**config.mk**
```make
export PLATFORM = sky130hd
export DESIGN_NAME = sprite_line_fetch
export DESIGN_NICKNAME = d
export VERILOG_FILES = /design/src/rtl/sprite_pkg.sv /design/src/rtl/sprite_hit_test.sv /design/src/rtl/sprite_line_fetch.sv
export SDC_FILE = /design/constraint.sdc
export NUM_CORES = 1
export LEC_CHECK = 0
export BUFFER_PORTS_ARGS = -buffer_cell sky130_fd_sc_hd__buf_4
export CORE_MARGIN = 2
export CORE_UTILIZATION = 45
export CTS_BUF_LIST = sky130_fd_sc_hd__clkbuf_2
export CTS_CLUSTER_SIZE = 10
export DETAILED_ROUTE_END_ITERATION = 10
export PLACE_DENSITY = 0.68
export SLEW_MARGIN = 20
export SYNTH_ARGS = -nofsm -noshare
export SYNTH_HDL_FRONTEND = slang
export SYNTH_SLANG_ARGS = --single-unit
```
**constraint.sdc**
```tcl
create_clock -name i_clk -period 5.3 [get_ports i_clk]
set_clock_uncertainty 0.1 [all_clocks]
set_input_delay 1.06 -clock i_clk [delete_from_list [all_inputs] [get_ports i_clk]]
set_output_delay 1.06 -clock i_clk [all_outputs]
set_load 0.02 [all_outputs]
```
**src/rtl/sprite_pkg.sv**
```systemverilog
// -----------------------------------------------------------------------------
// sprite_pkg
// Shared definitions for the per-scanline sprite evaluator:
//   - attribute word field bit positions (word0 / word1)
//   - FSM state enumeration of sprite_line_fetch
//   - sprite height and per-line sprite limit
// Optional feature macro used by the block: SPRITE_VFLIP_EN (see sprite_hit_test).
// -----------------------------------------------------------------------------
package sprite_pkg;

  localparam int SPR_H        = 16;  // sprite height in lines
  localparam int MAX_PER_LINE = 8;   // slots in the sprite shift chain

  // posY value that marks an attribute entry as unused
  localparam logic [8:0] POSY_DISABLED = 9'h1FF;

  // word0 fields
  localparam int W0_POSX_LSB  = 0;   // [8:0]
  localparam int W0_POSY_LSB  = 9;   // [17:9]
  localparam int W0_VFLIP_BIT = 26;
  localparam int W0_SCLX_LSB  = 27;  // [30:27]
  localparam int W0_SWPX_BIT  = 31;

  // word1 fields
  localparam int W1_BC1_LSB   = 0;   // [4:0]
  localparam int W1_BC2_LSB   = 5;   // [9:5]
  localparam int W1_BC3_LSB   = 10;  // [14:10]
  localparam int W1_BC4_LSB   = 15;  // [19:15]
  localparam int W1_TILE_LSB  = 20;  // [29:20]

  typedef enum logic [3:0] {
    S_IDLE = 4'd0,
    S_CLR  = 4'd1,
    S_A0   = 4'd2,
    S_H0   = 4'd3,
    S_A1   = 4'd4,
    S_D1   = 4'd5,
    S_AP   = 4'd6,
    S_DP   = 4'd7,
    S_PUSH = 4'd8
  } state_t;

endpackage

```
**src/rtl/sprite_hit_test.sv**
```systemverilog
// -----------------------------------------------------------------------------
// sprite_hit_test
// Combinational vertical hit test for one attribute entry.
// Ports:
//   i_next_y [8:0] : line being prepared
//   i_pos_y  [8:0] : sprite top line (9'h1FF = disabled)
//   i_vflip        : vertical flip bit from word0
//   o_hit          : sprite covers i_next_y
//   o_row    [3:0] : pattern row to fetch
// Macro SPRITE_VFLIP_EN: when defined, i_vflip mirrors the row (15 - row);
// otherwise i_vflip is ignored.
// -----------------------------------------------------------------------------
module sprite_hit_test
  import sprite_pkg::*;
(
  input  logic [8:0] i_next_y,
  input  logic [8:0] i_pos_y,
  input  logic       i_vflip,
  output logic       o_hit,
  output logic [3:0] o_row
);

  logic [9:0] w_diff;

  // 10-bit difference; the >= test below rules out the wrapped case, so a
  // sprite starting near the bottom never wraps onto the top lines.
  assign w_diff = {1'b0, i_next_y} - {1'b0, i_pos_y};

  assign o_hit = (i_pos_y != POSY_DISABLED) &&
                 (i_next_y >= i_pos_y) &&
                 (w_diff < 10'(SPR_H));

`ifdef SPRITE_VFLIP_EN
  assign o_row = i_vflip ? (4'd15 - w_diff[3:0]) : w_diff[3:0];
`else
  logic w_unused_vflip;
  assign w_unused_vflip = i_vflip;
  assign o_row          = w_diff[3:0];
`endif

endmodule

```
**src/rtl/sprite_line_fetch.sv**
```systemverilog
// -----------------------------------------------------------------------------
// sprite_line_fetch
// Per-scanline sprite evaluator/loader. On i_line_start it clears the sprite
// shift chain, scans NUM_SPR attribute entries in video RAM, and for each of
// the first MAX_PER_LINE entries covering i_next_y fetches its pattern row
// and pushes one chain entry. A further hit sets o_overflow and ends the scan.
// Ports:
//   i_clk, i_rst          : clock, synchronous active-high reset
//   i_line_start          : hblank pulse, starts (or restarts) a scan
//   i_next_y   [8:0]      : line being prepared, sampled on i_line_start
//   i_fromRAM  [31:0]     : RAM read data, valid one cycle after o_addr
//   o_addr     [15:0]     : RAM word address
//   o_clr, o_shift        : chain clear / push strobes (never together)
//   o_posX, o_sclX, o_swpX, o_bcolor1..4, o_colors : pushed entry fields,
//                           valid with o_shift and held until the next push
//   o_busy                : scan in progress
//   o_overflow            : more than MAX_PER_LINE hits on this line
//   o_state               : FSM state (debug)
// Macro SPRITE_VFLIP_EN enables vertical flip (word0 bit 26).
// Handshake: no back-pressure. o_clr/o_shift are single-cycle strobes the
// chain must accept in the cycle they are high; RAM answers every address
// one cycle later.
// -----------------------------------------------------------------------------
module sprite_line_fetch
  import sprite_pkg::*;
#(
  parameter int          NUM_SPR   = 64,
  parameter logic [15:0] ATTR_BASE = 16'h7E00,
  parameter logic [15:0] PAT_BASE  = 16'h4000
) (
  input  logic        i_clk,
  input  logic        i_rst,
  input  logic        i_line_start,
  input  logic [8:0]  i_next_y,
  input  logic [31:0] i_fromRAM,
  output logic [15:0] o_addr,
  output logic        o_clr,
  output logic        o_shift,
  output logic [8:0]  o_posX,
  output logic [3:0]  o_sclX,
  output logic        o_swpX,
  output logic [4:0]  o_bcolor1,
  output logic [4:0]  o_bcolor2,
  output logic [4:0]  o_bcolor3,
  output logic [4:0]  o_bcolor4,
  output logic [31:0] o_colors,
  output logic        o_busy,
  output logic        o_overflow,
  output state_t      o_state
);

  localparam int IDX_W = (NUM_SPR > 1) ? $clog2(NUM_SPR) : 1;

  state_t             r_state;
  logic [IDX_W-1:0]   r_idx;
  logic [3:0]         r_count;
  logic [8:0]         r_next_y;
  logic [3:0]         r_row;
  logic [8:0]         r_posx;
  logic [3:0]         r_sclx;
  logic               r_swpx;
  logic [19:0]        r_bc;
  logic [15:0]        r_addr;
  logic               r_clr;
  logic               r_shift;
  logic [8:0]         r_o_posx;
  logic [3:0]         r_o_sclx;
  logic               r_o_swpx;
  logic [19:0]        r_o_bc;
  logic [31:0]        r_o_colors;
  logic               r_busy;
  logic               r_overflow;

  logic               w_hit;
  logic [3:0]         w_row;
  logic               w_last_idx;
  logic [IDX_W-1:0]   w_idx_inc;
  logic [15:0]        w_addr_w0_next;
  logic [15:0]        w_addr_w1;
  logic [15:0]        w_addr_pat;

  // Word0 arrives on i_fromRAM during H0, so the hit test reads it directly.
  sprite_hit_test u_hit (
    .i_next_y (r_next_y),
    .i_pos_y  (i_fromRAM[W0_POSY_LSB +: 9]),
    .i_vflip  (i_fromRAM[W0_VFLIP_BIT]),
    .o_hit    (w_hit),
    .o_row    (w_row)
  );

  assign w_last_idx     = (r_idx == IDX_W'(NUM_SPR - 1));
  assign w_idx_inc      = r_idx + IDX_W'(1);
  assign w_addr_w0_next = ATTR_BASE + 16'({w_idx_inc, 1'b0});
  assign w_addr_w1      = ATTR_BASE + 16'({r_idx, 1'b1});
  // Tile arrives during D1; {tile,row} is 14 bits, carry past bit 15 dropped.
  assign w_addr_pat     = PAT_BASE + 16'({i_fromRAM[W1_TILE_LSB +: 10], r_row});

  always_ff @(posedge i_clk) begin
    if (i_rst) begin
      r_state    <= S_IDLE;
      r_idx      <= '0;
      r_count    <= '0;
      r_next_y   <= '0;
      r_row      <= '0;
      r_posx     <= '0;
      r_sclx     <= '0;
      r_swpx     <= 1'b0;
      r_bc       <= '0;
      r_addr     <= '0;
      r_clr      <= 1'b0;
      r_shift    <= 1'b0;
      r_o_posx   <= '0;
      r_o_sclx   <= '0;
      r_o_swpx   <= 1'b0;
      r_o_bc     <= '0;
      r_o_colors <= '0;
      r_busy     <= 1'b0;
      r_overflow <= 1'b0;
    end else begin
      r_clr   <= 1'b0;
      r_shift <= 1'b0;
      if (i_line_start) begin
        // Start, or abort a scan in flight; the new clear discards the chain.
        r_state    <= S_CLR;
        r_clr      <= 1'b1;
        r_busy     <= 1'b1;
        r_overflow <= 1'b0;
        r_count    <= '0;
        r_idx      <= '0;
        r_next_y   <= i_next_y;
      end else begin
        case (r_state)
          S_IDLE: ;
          S_CLR: begin
            r_idx   <= '0;
            r_addr  <= ATTR_BASE;
            r_state <= S_A0;
          end
          S_A0: r_state <= S_H0;
          S_H0: begin
            r_posx <= i_fromRAM[W0_POSX_LSB +: 9];
            r_sclx <= i_fromRAM[W0_SCLX_LSB +: 4];
            r_swpx <= i_fromRAM[W0_SWPX_BIT];
            r_row  <= w_row;
            if (!w_hit) begin
              if (w_last_idx) begin
                r_state <= S_IDLE;
                r_busy  <= 1'b0;
              end else begin
                r_idx   <= w_idx_inc;
                r_addr  <= w_addr_w0_next;
                r_state <= S_A0;
              end
            end else if (r_count == 4'(MAX_PER_LINE)) begin
              r_overflow <= 1'b1;
              r_state    <= S_IDLE;
              r_busy     <= 1'b0;
            end else begin
              r_addr  <= w_addr_w1;
              r_state <= S_A1;
            end
          end
          S_A1: r_state <= S_D1;
          S_D1: begin
            r_bc    <= i_fromRAM[19:0];
            r_addr  <= w_addr_pat;
            r_state <= S_AP;
          end
          S_AP: r_state <= S_DP;
          S_DP: begin
            // All pushed fields update together so they are valid with shift.
            r_o_posx   <= r_posx;
            r_o_sclx   <= r_sclx;
            r_o_swpx   <= r_swpx;
            r_o_bc     <= r_bc;
            r_o_colors <= i_fromRAM;
            r_shift    <= 1'b1;
            r_state    <= S_PUSH;
          end
          S_PUSH: begin
            r_count <= r_count + 4'd1;
            if (w_last_idx) begin
              r_state <= S_IDLE;
              r_busy  <= 1'b0;
            end else begin
              r_idx   <= w_idx_inc;
              r_addr  <= w_addr_w0_next;
              r_state <= S_A0;
            end
          end
          default: begin
            r_state <= S_IDLE;
            r_busy  <= 1'b0;
          end
        endcase
      end
    end
  end

  assign o_addr     = r_addr;
  assign o_clr      = r_clr;
  assign o_shift    = r_shift;
  assign o_posX     = r_o_posx;
  assign o_sclX     = r_o_sclx;
  assign o_swpX     = r_o_swpx;
  assign o_bcolor1  = r_o_bc[W1_BC1_LSB +: 5];
  assign o_bcolor2  = r_o_bc[W1_BC2_LSB +: 5];
  assign o_bcolor3  = r_o_bc[W1_BC3_LSB +: 5];
  assign o_bcolor4  = r_o_bc[W1_BC4_LSB +: 5];
  assign o_colors   = r_o_colors;
  assign o_busy     = r_busy;
  assign o_overflow = r_overflow;
  assign o_state    = r_state;

endmodule

```
==> results.yml, run 1 <==
place:
  port_buffers: 133
  dp_slack_ps: 1333
  dpl.hpwl_mm: 10.99
  placed_cell_area_mm2: 0.007078
  gp_congestion: 0.8352
  place_inst: 1021
clock_network:
  cts_inserted_buffers: 17
  clk_latency_ps: 700
  cts_setup_buffers: 0
  cts_sinks: 147
  cts_tree: "built"
  post_cts_resized: 0
  cts_max_level: 4
  clk_pin_slew_ps: 200
  cts_buffer_depth: 2
  root_buffer: "clkbuf_2"
  cts.hold.buffers_added: 0
logic_synthesis:
  synth_top_cell_by_area: "dfxtp_1"
  ys_seq_area_share_pct: 49.03
  synth_top_area_share_pct: 49.03
  syn-num-nets: 812
  synth.distinct_cells: 53
  synthFlopType: "dfxtp_1"
  synth_compound_area_share_pct: 18.01
  synth_top_family_by_area: "simple AND/OR/NAND/NOR gates"
  avgSynthCellArea_um2: 7.950
  synth-seq-cells: 147
  syn_area_mm2: 0.006002
  synth-edff-count: 0
  synthArstFlopShare_pct: 0
  synthXorXnorAreaFrac_pct: 1.313
  synthSimpleGateAreaFrac_pct: 22.62
  ys_warn_count: 0
  synth.area.top_cells: "dfxtp_1, nand2_1, a21oi_1"
  syn_inst: 755
  muxShareOfSynthArea_pct: 2.168
  synth_fa_ha_area_share_pct: 2.835
timing:
  fin_tns_setup_ps: 0
  setup_violations: 0
  hold_slack_ps: 349.4
  fmax_mhz: 306.4
  setup_ws_ps: 2037
  drv_slew: 0
  slew_headroom_pct: 30.12
  worst_slew_pin_slew_ps: 1048
  period_needed_ps: 3263
  fin_crit_sh_pct: 61.57
  grt_setup_unrepaired: "no"
  hold_viol_final: 0
global_routing:
  grt_antenna_before_repair: 0
  grt_pass1_vias: 5103
  grt_first_pass_wirelength_mm: 25.37
  gr-usage-met1_pct: 29.22
  grt_max_degree: 98
  grt_use_met2_pct: 36.32
  gr-total-overflow: 0
  gr-usage-all-layers_pct: 22.27
  grt_busiest_layer: "met2"
  met3_usage_pct: 5.133
drt:
  drt-total-wl_mm: 15.90
  ant_nets: 0
  drc: 0
  vias: 5550
  drtPass1Iterations: 7
  drtIter0Drc: 351
  avgViaCountPerCell: 5.271
  post_drt_wl_per_cell_um: 15.10
die:
  io_pins: 134
  die_y_um: 119.5
  start_util_pct: 45.69
  die_width_um: 119.5
  die_area_mm2: 0.01428
  core_mm2: 0.01314
  core.rowCount: 42
critical_path:
  cp.arrival_ps: 3790
  path_depth: 13
  cp-end-kind: "flop"
  crit_family: "compound AO/OA/AOI/OAI gates"
  critical_path_required_ps: 5830
  crit_buf_inv: 3
  path_class: "in -> reg"
  crit_fanout: 21
  start_kind: "input port"
  crit_chain: "buf_4 -> ha_1 -> inv_1 -> fa_1 -> a211oi_2 -> a2bb2oi_1 -> a21oi_2 -> nand3_1 -> nor4b_2 -> buf_4 -> a21o_1 -> or3_1 -> o21ai_1"
  critPathSlowestCell: "or3_1"
  worstRegToRegCells: 13
  cpMostUsedCell: "buf_4"
  slowest_delay_ps: 470
final_layout:
  drive_above_1_share_pct: 20.52
  final_util_pct: 55.78
  final_area_mm2: 0.007328
  num_antenna_cells: 0
  layoutNonFillerInstCount: 1053
  areaGrowthSynthToFinish_pct: 22.10
  nets: 921
hold_path:
  hold-path-cell-count: 2
  hold_class: "reg -> reg"
job:
  maxCapViolCount: 0
pwr:
  powerDensity_mw_per_mm2: 263.9
  total_power_mw: 1.934
  leakage_nw: 2.859
  max-vdd-ir-drop_mv: 0.1486
status:
  outcome: "finished, final reports clean"
## state kept, by name, indices dropped and copies added, names as in the netlist, 4 cells and up
register,count
o_sclX,4
o_state,4
o_colors,32
r_posx,9
r_sclx,4
o_addr,16
r_idx,6
o_posX,9
r_row,4
r_count,4
r_o_bc,20
r_next_y,9
r_bc,20
## final timing paths
kind	start	end	slack (ps)
worst max register to register	r_next_y[0]	o_addr[6]	2080
worst max-delay path	i_fromRAM[9]	o_addr[6]	2040
worst min register to register	r_sclx[2]	o_sclX[2]	350
worst min-delay path	r_sclx[2]	o_sclX[2]	350
## logic make-up (layout without fill, tap and decap cells)
family,after synthesis,in the layout
xor+xnor,9,9
simple gates,323,323
mux,13,13
compound gates,188,188
buf+inv,62,184
fa+ha+maj,13,13
flops,147,147
## cell usage after synthesis, drive strengths merged, types with 3 or more instances
library cell,instances
a211oi,5
a21o,4
a21oi,125
a221oi,5
a311oi,3
and2,4
and3,4
buf,10
clkbuf,38
dfxtp,147
ha,12
inv,14
mux2i,13
nand2,223
nand3,7
nand3b,10
nand4,3
nor2,47
nor3,12
o21a,5
o21ai,22
o21ba,3
xnor2,4
xor2,5
## area by class of cell
class / instances / area [um2]
clock buffer: 18 / 90.09
clock inverter: 14 / 160.2
fill: 1266 / 5809
inverter: 14 / 52.55
multi-input combinational: 546 / 2826
sequential: 147 / 2943
tap: 176 / 220.2
timing repair buffer: 138 / 1036
## layer usage
metal / part of all wire (%) / wire [um] / vias up
met5: 0 / 0 / -
met4: 1.4 / 221 / 0
met3: 5.9 / 941 / 19
met2: 47 / 7472 / 173
met1: 46 / 7265 / 2593
li1: - / - / 2765
## where the power goes
group          internal [mW]  switching (mW)
combinational         0.0629          0.0848
clock                  0.263           0.399
sequential              1.12         0.00713
total                   1.44           0.491
## layout by cell type, fill, tap and decap left out, drive strengths merged, types with 3 or more instances in the layout
master and n:
o21ba 3, nand2 223, xor2 5, nor3 12
dfxtp 147, bufinv 3, o21ai 22, ha 12
a311oi 3, a21oi 125, nand3b 10, a21o 4
inv 16, and3 4, nor2 47, xnor2 4
nand4 3, a211oi 5, buf 138, a221oi 5
and2 4, mux2i 13, clkinv 8, o21a 5
nand3 7, clkbuf 18
## worst reg2reg max path, delay by kind of cell (launching register included)
kind,cells,cell delay [ps]
compound gates,5,1130
fa+ha+maj,2,570
flops,1,380
buf+inv,3,330
simple gates,3,640
(Power assumes the default switching activity.)
==> inputs of run 2 (changes only) <==
Clock period 5.3 ns to 3.1 ns, I/O delays scaled along.
==> results.yml, run 2 (synthesized netlist as in run 1, its figures left out) <==
timing:
  setup_ws_ps: 148.9
  drv_slew: 0
  worst_slew_pin_slew_ps: 818.9
  period_needed_ps: 2951
  grt_setup_unrepaired: "no"
  fin_crit_sh_pct: 95.20
  slew_headroom_pct: 45.40
  setup_violations: 0
  hold_viol_final: 0
  fmax_mhz: 338.9
pwr:
  max-vdd-ir-drop_mv: 0.2010
  powerDensity_mw_per_mm2: 428.0
  leakage_nw: 3.133
final_layout:
  largest_reg_flops: 32
  final_util_pct: 59.88
  nets: 979
  num_antenna_cells: 0
  drive_above_1_share_pct: 22.99
  nFillCells: 1263
  layout_commonest_cell: "nand2_1"
  final_cell_mix: "nand2_1, buf_4, dfxtp_1, a21oi_1, nor2_1"
  areaGrowthSynthToFinish_pct: 31.06
global_routing:
  grt_antenna_before_repair: 0
  grt_max_degree: 84
  grt_first_pass_wirelength_mm: 25.76
  gr-total-overflow: 0
  gr-usage-all-layers_pct: 22.38
  grt_pass1_vias: 5386
critical_path:
  crit_chain: "dlygate4sd3_1 -> buf_4 -> inv_1 -> ha_1 -> a211o_1 -> a31oi_1 -> o21ba_2 -> nand3_1 -> nor4b_2 -> buf_4 -> buf_4 -> nor3_1 -> buf_4 -> a311oi_1"
  critPathSlowestCell: "dlygate4sd3_1"
  critical_path_required_ps: 3590
  crit_fanout: 6
  slowest_delay_ps: 540
  path_class: "in -> reg"
  start_kind: "input port"
  cp.arrival_ps: 3440
  cpMostUsedCell: "buf_4"
  cp-end-kind: "flop"
drt:
  drt-total-wl_mm: 16.16
  ant_nets: 0
  drtIter0Drc: 345
  vias: 5793
  avgViaCountPerCell: 5.214
  drc: 0
  drtPass1Iterations: 7
  post_drt_wl_per_cell_um: 14.54
die:
  die_width_um: 119.5
  die_area_mm2: 0.01428
  core.rowCount: 42
  start_util_pct: 45.69
  io_pins: 134
  core_mm2: 0.01314
  die_y_um: 119.5
clock_network:
  root_buffer: "clkbuf_2"
  clk_latency_ps: 680
  cts_tree: "built"
  cts_buffer_depth: 2
  cts_sinks: 147
  clk_pin_slew_ps: 210
  cts_max_level: 4
  cts_inserted_buffers: 17
hold_path:
  hold_class: "in -> reg"
place:
  gp_congestion: 0.8627
  dp_slack_ps: -193.1
  port_buffers: 133
  dpl.hpwl_mm: 11.36
job:
  maxCapViolCount: 0
status:
  outcome: "finished, final reports clean"
-- run 2: final cells by class --
| type | instances | area, um2 | area share, % |
|---|---|---|---|
| Sequential cell | 147 | 2944 | 37.43 |
| Multi-Input combinational cell | 546 | 2849 | 36.22 |
| Timing Repair Buffer | 196 | 1551 | 19.72 |
| Inverter | 14 | 52.55 | 0.6680 |
| Tap cell | 176 | 220.2 | 2.799 |
| Clock inverter | 13 | 153.9 | 1.956 |
| Clock buffer | 19 | 95.09 | 1.209 |
-- run 2: report_power, final --
part	internal, mW	total (mW)	switching (mW)
clock	0.457	1.14	0.681
sequential	1.91	1.92	0.0118
combinational	0.152	0.308	0.157
-- run 2: repair_timing --
item	4_1_cts	5_1_grt
resized for setup	0	8
endpoints found under the hold margin	26	9
hold buffers	21	6
endpoints found under the setup margin	0	6
buffers inserted	0	3
-- run 2: final timing paths --
check        slack (ps)    endpoint          start  depth (start not counted)
max                 150  o_addr[10]  i_fromRAM[16]                         14
min                  90    r_bc[13]  i_fromRAM[13]                          3
max reg2reg         160  o_addr[10]    r_next_y[0]                         14
min reg2reg         340  r_o_bc[12]       r_bc[12]                          2
-- run 2: per-layer routing --
metal | GRT usage, % | routed length [um]
met3 | 5.228 | 854
met1 | 28.52 | 7262
met2 | 37.21 | 7792
met5 | 0 | 0
met4 | 7.868 | 245
-- run 2: critical path: cells and delay by family --
kind	cells	cell delay, ps
buffers and inverters	6	1320
adders and majority gates	1	290
AOI/OAI and AO/OA	4	810
and+or+nand+nor	3	410
-- run 2: metrics by stage --
step	instance area (um2)	TNS, ps	hold slack [ps]	power (mW)	instances
2_1_floorplan	6002	0	332.0	2.106	755
3_3_place_gp	7301	-818.0	335.5	2.233	1049
3_5_place_dp	7301	-2609	343.5	2.237	1049
4_1_cts	7760	0	1.827	3.396	1102
5_1_grt	7866	0	3.145	3.511	1111
6_report	7866	0	87.92	3.367	1111
==> inputs of run 3 (changes only) <==
Settings changed: ABC_AREA set to 1.
==> results.yml, run 3 <==
clock_network:
  cts_setup_buffers: 0
  cts_max_level: 4
  cts_inserted_buffers: 17
  clk_pin_slew_ps: 200
  root_buffer: "clkbuf_2"
  cts_buffer_depth: 2
  cts_sinks: 147
  cts_tree: "built"
  clk_latency_ps: 750
final_layout:
  nets: 1067
  layout_commonest_cell: "buf_4"
  largest_reg_flops: 32
  drive_above_1_share_pct: 21.99
  nFillCells: 1328
  areaGrowthSynthToFinish_pct: 27.60
  final_cell_mix: "buf_4, dfxtp_1, nor2_1, nand2_1, o21ai_0"
  layoutNonFillerInstCount: 1204
  multi_input_area_mm2: 0.002948
  layout.area.seq_mm2: 0.002943
timing:
  period_needed_ps: 2785
  grt_setup_unrepaired: "no"
  fin_crit_sh_pct: 89.84
  worst_slew_pin_slew_ps: 761.3
  drv_slew: 0
  setup_violations: 0
  fmax_mhz: 359.1
  slew_headroom_pct: 49.13
  fin_tns_setup_ps: 0
  hold_viol_final: 0
die:
  core_mm2: 0.01383
  die_y_um: 122.7
  core.rowCount: 43
  die_width_um: 122.7
  io_pins: 134
  die_area_mm2: 0.01506
  start_util_pct: 45.86
global_routing:
  grt_first_pass_wirelength_mm: 27.89
  grt_antenna_before_repair: 1
  grt_max_degree: 77
  gr-total-overflow: 0
  gr-usage-all-layers_pct: 23.90
  grt_pass1_vias: 5618
logic_synthesis:
  avgSynthCellArea_um2: 7.469
  synth.distinct_cells: 41
  synth-seq-cells: 147
  syn_area_mm2: 0.006341
  ys_warn_count: 0
  syn-num-nets: 906
  muxShareOfSynthArea_pct: 0.1579
  synthXorXnorAreaFrac_pct: 0.6906
  synthSimpleGateAreaFrac_pct: 26.30
  synth_commonest_cells: "dfxtp_1, nor2_1, nand2_1, o21ai_0, nand3_1"
  synth_compound_area_share_pct: 16.57
  ys_seq_area_share_pct: 46.41
  synth_top_cell_by_area: "dfxtp_1"
  synthArstFlopShare_pct: 0
  synthFlopType: "dfxtp_1"
  syn_inst: 849
  synth_fa_ha_area_share_pct: 2.684
  synth.area.top_cells: "dfxtp_1, nor2_1, nand2_1"
  synth_top_family_by_area: "simple AND/OR/NAND/NOR gates"
  synth-edff-count: 0
  yosysMostFrequentCell: "dfxtp_1"
  synth_top_area_share_pct: 46.41
drt:
  drtPass1Iterations: 5
  vias: 6142
  drc: 0
  avgViaCountPerCell: 5.101
  drtIter0Drc: 583
  post_drt_wl_per_cell_um: 14.74
  drt-total-wl_mm: 17.75
  ant_nets: 0
critical_path:
  rr_endpoint: "o_busy"
  crit_fanout: 8
  worstRegToRegCells: 17
  r2r-start: "r_next_y[0]"
  start_kind: "input port"
  cp.arrival_ps: 3350
  path_class: "in -> reg"
  setup.worst_path.start: "i_fromRAM[9]"
  cp-end-kind: "flop"
  reg2reg_slack_ps: 440
  crit_path_end: "o_busy"
  critical_path_required_ps: 3660
pwr:
  max-vdd-ir-drop_mv: 0.1933
  leakage_nw: 3.760
  powerDensity_mw_per_mm2: 404.1
job:
  maxCapViolCount: 0
place:
  dpl.hpwl_mm: 12.11
  port_buffers: 133
  place_inst: 1132
  gp_congestion: 0.8826
status:
  outcome: "finished, final reports clean"
hold_path:
  hold_class: "in -> reg"
run 3: how the worst min path moves through the flow:
stage,from,to,slack [ps],depth (start not counted)
after floorplan,r_count[3],r_count[3],320,1
after global placement,o_addr[15],o_addr[15],330,2
after detailed placement,o_addr[15],o_addr[15],350,2
after CTS,i_fromRAM[16],r_bc[16],20,3
after global routing,i_fromRAM[16],r_bc[16],20,3
final,i_fromRAM[16],r_bc[16],80,3
run 3: power by group:
group | total [mW] | switching, mW | internal [mW]
registers | 1.92 | 0.0133 | 1.91
clock network | 1.01 | 0.713 | 0.293
logic | 0.340 | 0.194 | 0.146
run 3: cell type report:
| class | instances | share of cell area [%] |
|---|---|---|
| multi-input cells | 587 | 36.43 |
| inverters | 69 | 3.201 |
| clock buffers | 19 | 1.175 |
| flip-flops and latches | 147 | 36.37 |
| well taps | 180 | 2.783 |
| diodes | 1 | 0.03093 |
| clock inverters | 13 | 1.361 |
| repair buffers | 188 | 18.65 |
run 3: logic make-up after synthesis:
family          Yosys count
buf+inv                 115
xor+xnor                  5
simple gates            380
mux                       1
compound gates          188
flops                   147
fa+ha+maj                13
run 3: per-layer routing:
layer / up-vias / track usage (%) / share of wire [%] / routed length, um
li1: 3088 / - / - / -
met1: 2779 / 33.94 / 48 / 8469
met2: 233 / 34.22 / 43 / 7579
met3: 42 / 5.344 / 6.8 / 1205
met4: 0 / 11.21 / 2.8 / 495
met5: - / 0 / 0 / 0
run 3: critical path: stages:
cell	delay, ps
dlygate4sd3_1	540
buf_4	140
ha_1	140
inv_1	70
fa_1	370
nand2_1	100
nand2_2	90
nand3b_1	110
nand2_1	60
nand2_1	70
nand3_2	120
nor2_8	170
nand3_4	110
buf_4	180
nand3_1	220
nand3_1	110
nand3_1	80
nand2_1	50
run 3: stage by stage:
stage | power, mW | setup WS, ps | hold WS, ps | area, um2 | util, %
after floorplan | 2.139 | 434.1 | 323.4 | 6341 | -
final | 3.270 | 315.0 | 82.51 | 8092 | 58.52
after detailed placement | 2.258 | 105.8 | 351.0 | 7493 | 54.19
after global placement | 2.258 | 148.1 | 334.4 | 7493 | 54.19
after CTS | 3.290 | 388.0 | 18.86 | 8089 | 58.50
after global routing | 3.395 | 133.7 | 21.99 | 8092 | 58.52
run 3: what timing repair did:
action | 4_1_cts | 5_1_grt
hold buffers | 39 | 0
gates resized for setup | 0 | 0
hold endpoints to repair | 63 | 0
setup endpoints to repair | 0 | 0
